<file path="config.mk">
export PLATFORM = sky130hd
export DESIGN_NAME = mem_ctrl
export DESIGN_NICKNAME = d
export VERILOG_FILES = /design/src/rtl/mem_ctrl_pkg.sv /design/src/rtl/mem_ctrl_beat_cnt.sv /design/src/rtl/mem_ctrl.sv
export SDC_FILE = /design/constraint.sdc
export NUM_CORES = 1
export LEC_CHECK = 0
export CAP_MARGIN = 10
export CORE_MARGIN = 5
export CORE_UTILIZATION = 30
export DETAILED_ROUTE_END_ITERATION = 7
export PLACE_DENSITY_LB_ADDON = 0.2
export SYNTH_ARGS = -nofsm -noshare
export SYNTH_HDL_FRONTEND = slang
export SYNTH_SLANG_ARGS = --single-unit
</file>
<file path="constraint.sdc">
create_clock -name clk -period 1.46 [get_ports clk]
set_input_delay 0.146 -clock clk [delete_from_list [all_inputs] [get_ports clk]]
set_output_delay 0.146 -clock clk [all_outputs]
set_load 0.01 [all_outputs]
</file>
<file path="src/rtl/mem_ctrl_pkg.sv">
// Shared constants and FSM encoding for the mem_ctrl sequential memory initiator.
package mem_ctrl_pkg;

  localparam int DEF_ADDR_W = 5;
  localparam int DEF_DATA_W = 32;
  localparam int DEF_LEN_W  = 3;
  localparam int MEM_WORDS  = 32;

  typedef enum logic [2:0] {
    S_IDLE    = 3'd0,
    S_RD      = 3'd1,
    S_RSP     = 3'd2,
    S_WR      = 3'd3,
    S_WCOMMIT = 3'd4,
    S_VERIFY  = 3'd5,
    S_WACK    = 3'd6
  } state_t;

endpackage

</file>
<file path="src/rtl/mem_ctrl_beat_cnt.sv">
// Burst bookkeeping for mem_ctrl: loadable wrap-around word address counter
// plus remaining-beat down-counter with a last-beat flag.
module mem_ctrl_beat_cnt
  import mem_ctrl_pkg::*;
#(
  parameter int ADDR_W = DEF_ADDR_W,
  parameter int LEN_W  = DEF_LEN_W
) (
  input  logic              clk,
  input  logic              rst_n,
  input  logic              load,
  input  logic              step,
  input  logic [ADDR_W-1:0] load_addr,
  input  logic [LEN_W-1:0]  load_len,
  output logic [ADDR_W-1:0] addr,
  output logic              last
);

  localparam logic [ADDR_W-1:0] LAST_ADDR = ADDR_W'(MEM_WORDS - 1);

  logic [LEN_W-1:0] remaining;

  // NOTE: sequential state uses non-blocking assignments so every flop samples
  // pre-edge values regardless of evaluation order between processes.
  always_ff @(posedge clk or negedge rst_n) begin
    if (!rst_n) begin
      addr      <= '0;
      remaining <= '0;
    end else if (load) begin
      addr      <= load_addr;
      remaining <= load_len;
    end else if (step) begin
      // Bursts running past the top word wrap to word 0 without complaint.
      addr      <= (addr == LAST_ADDR) ? '0 : addr + 1'b1;
      remaining <= remaining - 1'b1;
    end
  end

  assign last = (remaining == '0);

endmodule

</file>
<file path="src/rtl/mem_ctrl.sv">
// Sequential load/store initiator for the 32x32 data memory; sole driver of its pins.
// Optional write readback check enabled by defining MEM_CTRL_READBACK_EN.
module mem_ctrl
  import mem_ctrl_pkg::*;
#(
  parameter int ADDR_W = DEF_ADDR_W,
  parameter int DATA_W = DEF_DATA_W,
  parameter int LEN_W  = DEF_LEN_W
) (
  input  logic              clk,
  input  logic              rst_n,
  input  logic              req_valid,
  output logic              req_ready,
  input  logic              req_write,
  input  logic [ADDR_W-1:0] req_addr,
  input  logic [LEN_W-1:0]  req_len,
  input  logic              wd_valid,
  output logic              wd_ready,
  input  logic [DATA_W-1:0] wd_data,
  output logic              rsp_valid,
  input  logic              rsp_ready,
  output logic [DATA_W-1:0] rsp_data,
  output logic              rsp_last,
  output logic              wr_done,
  output logic              err,
  output logic [ADDR_W-1:0] mem_address,
  output logic [DATA_W-1:0] mem_in,
  output logic              mem_read,
  input  logic [DATA_W-1:0] mem_out
);

  state_t state, next_state;
  logic   load, step, last, accept;

  mem_ctrl_beat_cnt #(
    .ADDR_W (ADDR_W),
    .LEN_W  (LEN_W)
  ) u_beat_cnt (
    .clk       (clk),
    .rst_n     (rst_n),
    .load      (load),
    .step      (step),
    .load_addr (req_addr),
    .load_len  (req_len),
    .addr      (mem_address),
    .last      (last)
  );

  assign accept = req_valid && req_ready;

  // NOTE: every signal written here gets a default first, so no path through
  // the case leaves one unassigned and no latch is inferred.
  always_comb begin
    next_state = state;
    load       = 1'b0;
    step       = 1'b0;
    unique case (state)
      S_IDLE: begin
        if (accept) begin
          load       = 1'b1;
          next_state = req_write ? S_WR : S_RD;
        end
      end
      S_RD: next_state = S_RSP;
      S_RSP: begin
        if (rsp_ready) begin
          next_state = last ? S_IDLE : S_RD;
          step       = !last;
        end
      end
      S_WR: begin
        if (wd_valid) next_state = S_WCOMMIT;
      end
`ifdef MEM_CTRL_READBACK_EN
      S_WCOMMIT: next_state = S_VERIFY;
      S_VERIFY: begin
        next_state = last ? S_WACK : S_WR;
        step       = !last;
      end
`else
      S_WCOMMIT: begin
        next_state = last ? S_WACK : S_WR;
        step       = !last;
      end
`endif
      S_WACK:  next_state = S_IDLE;
      default: next_state = S_IDLE;
    endcase
  end

  // mem writes whenever read is low, so the strobe comes straight from a flop
  // to keep decode glitches off the memory pin.
  always_ff @(posedge clk or negedge rst_n) begin
    if (!rst_n) begin
      state     <= S_IDLE;
      req_ready <= 1'b0;
      mem_read  <= 1'b1;
      rsp_data  <= '0;
      rsp_last  <= 1'b0;
      mem_in    <= '0;
    end else begin
      state     <= next_state;
      req_ready <= (next_state == S_IDLE);
      mem_read  <= (next_state != S_WCOMMIT);
      if (state == S_RD) begin
        rsp_data <= mem_out;
        rsp_last <= last;
      end
      if (state == S_WR && wd_valid) mem_in <= wd_data;
    end
  end

  assign rsp_valid = (state == S_RSP);
  assign wd_ready  = (state == S_WR);
  assign wr_done   = (state == S_WACK);

`ifdef MEM_CTRL_READBACK_EN
  // Sticky until the next accepted request; a new request always starts clean.
  always_ff @(posedge clk or negedge rst_n) begin
    if (!rst_n) begin
      err <= 1'b0;
    end else if (load) begin
      err <= 1'b0;
    end else if (state == S_VERIFY && mem_out != mem_in) begin
      err <= 1'b1;
    end
  end
`else
  assign err = 1'b0;
`endif

endmodule

</file>
==> impl_metrics.ini <==
[run_status]
outcome = complete, but fails checks
violations = setup timing

[placement]
placed_area_um2 = 5100
post-place-cells = 591
hpwl_mm = 6.78
dp_slack_ns = -0.240
gp_congestion = 0.782
io_buffers = 152

[grt]
first_global_vias = 2960
grt_max_degree = 35
grt_pass1_wl_mm = 14.6
antenna_found_initial = 0
grt_overflow = 0
grt_util_all_layers_pct = 14.1

[logic_synthesis]
async_flop_share_pct = 100
ys_warn_count = 0
synthTopCellsByCount = nand2_1 (101), dfrtp_1 (77), mux2_2 (18)
syn-num-nets = 370
synthFlopType = dfrtp_1
synth_cells = 288
ys_seq_elements = 78
avgSynthCellArea_um2 = 11.2
synth.distinct_cells = 38
synth-edff-count = 0
synth_top_cell_area_share_pct = 59.7
synth.most_common_cell = nand2_1
syn_area_um2 = 3230
synth.yosys.seq_area_share_pct = 60.5
synth_largest_area_cell = dfrtp_1
synth_area_leaders = dfrtp_1 (60%), nand2_1 (12%), mux2_2 (6.3%)

[setup_path]
worst-setup-path-type = reg2reg
cp_max_fo = 8
end_kind = flop
crit_arrival_ns = 1.75
r2r-start = state[1]
cp-start-kind = flop
rr_worst_depth = 5
startpoint = state[1]
cp.required_ns = 1.69

[timing]
tns_ns = -0.223
rsz0062_at_grt = true
fmax_mhz = 656
timing.final.hold_violations = 0
fin_ws_ns = -0.0648
skew_ns = 0.00626
slew_viol_final = 0
layout_min_cycle_time_ns = 1.52
finalSetupViolations = 6
fin_crit_sh_pct = 104

[drt]
detail_route.drc_violations = 0
drt_iter0_drc = 73
totalWireLength_mm = 9.40
detailroute.via_count = 2737
postRouteAntennaNets = 0
routedWlPerCell_um = 15.3
first_pass_iters = 4
vias_per_cell = 4.44

[power_and_ir_drop]
vdd_drop_max_uv = 1040
p_leak_uw = 0.00270
p_per_area_nw_per_um2 = 2050

[cts]
clock_path_buffers = 2
cts_tree = yes
cts.sinks = 78
clk_pin_slew_worst_paths_ns = 0.08
numCtsBuffers = 9
insertion_delay_ns = 0.35
cts_root_buf = clkbuf_8
h-tree-depth = 3

[final_layout]
drive_above_1_share_pct = 21.5
nFillCells = 952
fin_nets = 558
diodes = 0
instances_no_fill = 616
syn_to_final_growth_pct = 71.7
design_area_um2 = 5540

[floorplan]
num_rows = 37
dieHeight_um = 114
pin_count = 154
die_area_um2 = 12900
initial_utilization_pct = 31.0
coreArea_um2 = 10400
die_x_um = 114

[hold_path]
min_path_type = in2async

[flow_run]
cap_viol_max_count = 0
[critical path: stages (launching register included)]
cell and delay [ns]:
dfrtp_2 0.41, buf_6 0.13, and2b_2 0.27, o211ai_4 0.15
and3_4 0.18, a221o_1 0.27
[layer usage]
layer	part of all wire (%)	vias to the layer above	global-route usage [%]
met5	0	-	0
met4	1.3	0	5.13
met3	6.3	9	4.14
met2	52	90	24.9
met1	40	1320	16.0
li1	-	1318	-
[cell type report]
type / instances / area [um^2] / area share, %
Tap cell: 136 / 170 / 3.07
Timing Repair Buffer: 193 / 1920 / 34.7
Sequential cell: 78 / 1960 / 35.3
Clock inverter: 6 / 111 / 2.01
Multi-Input combinational cell: 187 / 1230 / 22.2
Clock buffer: 9 / 124 / 2.23
Inverter: 7 / 26.3 / 0.474
[placed cells by master (no fill, tap or decap), drive strengths merged, types with 2 or more instances in the layout]
cell           Yosys  final
ha                 4      4
xnor2              2      2
inv                7      7
dlymetal6s2s       0     11
o2111ai            3      3
nand2b             3      3
bufinv             0      3
clkinv             0      2
nand2            102    102
nand3              2      2
a31oi              3      3
buf               12     42
dfrtp             77     77
and3               7      7
mux2              33     33
nor2               7      7
o211ai             2      2
nor3               2      2
dlygate4sd2        0      6
a221o              3      3
a21o               3      3
clkdlybuf4s50      0    131
clkbuf             4     11
[per-stage QoR]
stage,utilization (%),hold WS (ns),total power (uW)
floorplan,-,-0.150,6130
global placement,49.0,0.0643,9180
detailed placement,49.0,0.0565,9320
CTS,51.8,0.232,11400
global route,53.2,0.246,12200
finish,53.2,0.236,11400
[repair_timing]
| item | 4_1_cts | 5_1_grt |
|---|---|---|
| resized for setup | 31 | 22 |
| cloned | 0 | 2 |
| pin swaps | 17 | 5 |
| hold buffers | 1 | 0 |
| endpoints found under the hold margin | 62 | 0 |
| setup endpoints to repair | 24 | 52 |
| buffers inserted | 2 | 5 |
[path summary, 6_finish.rpt]
path / to / slack [ns]
min in group clk: rsp_data[8] / 0.32
worst min-delay path: mem_in[25] / 0.24
worst max-delay path: u_beat_cnt.remaining[0] / -0.06
max in group asynchronous: mem_read / 0.62
worst min register to register: rsp_data[30] / 0.47
worst max register to register: u_beat_cnt.remaining[0] / -0.06
[power by group]
part           leakage, uW  total [uW]  switching, uW  internal [uW]
registers         0.000944        3780            554           3230
logic              0.00164        5670           2390           3280
clock network     0.000115        1930            809           1130
total              0.00270       11400           3760           7630
[flip-flops by register name, indices dropped and copies added, names as in the netlist]
register / flops
mem_in: 32
rsp_data: 32
u_beat_cnt.addr: 5
state: 3
u_beat_cnt.remaining: 3
mem_read: 1
req_ready: 1
rsp_last: 1
[cells by family after synthesis]
| family | count (synthesis) | synth area share, % |
|---|---|---|
| other | 1 | 0.116 |
| adder cells (fa/ha/maj) | 4 | 1.55 |
| AND/OR/NAND/NOR | 127 | 16.2 |
| AO/OA/AOI/OAI | 20 | 5.74 |
| flip-flops | 78 | 60.5 |
| multiplexers | 33 | 11.5 |
| XOR/XNOR | 2 | 0.543 |
| buffers and inverters | 23 | 3.80 |
No activity file was read; power rests on OpenSTA's default activity.
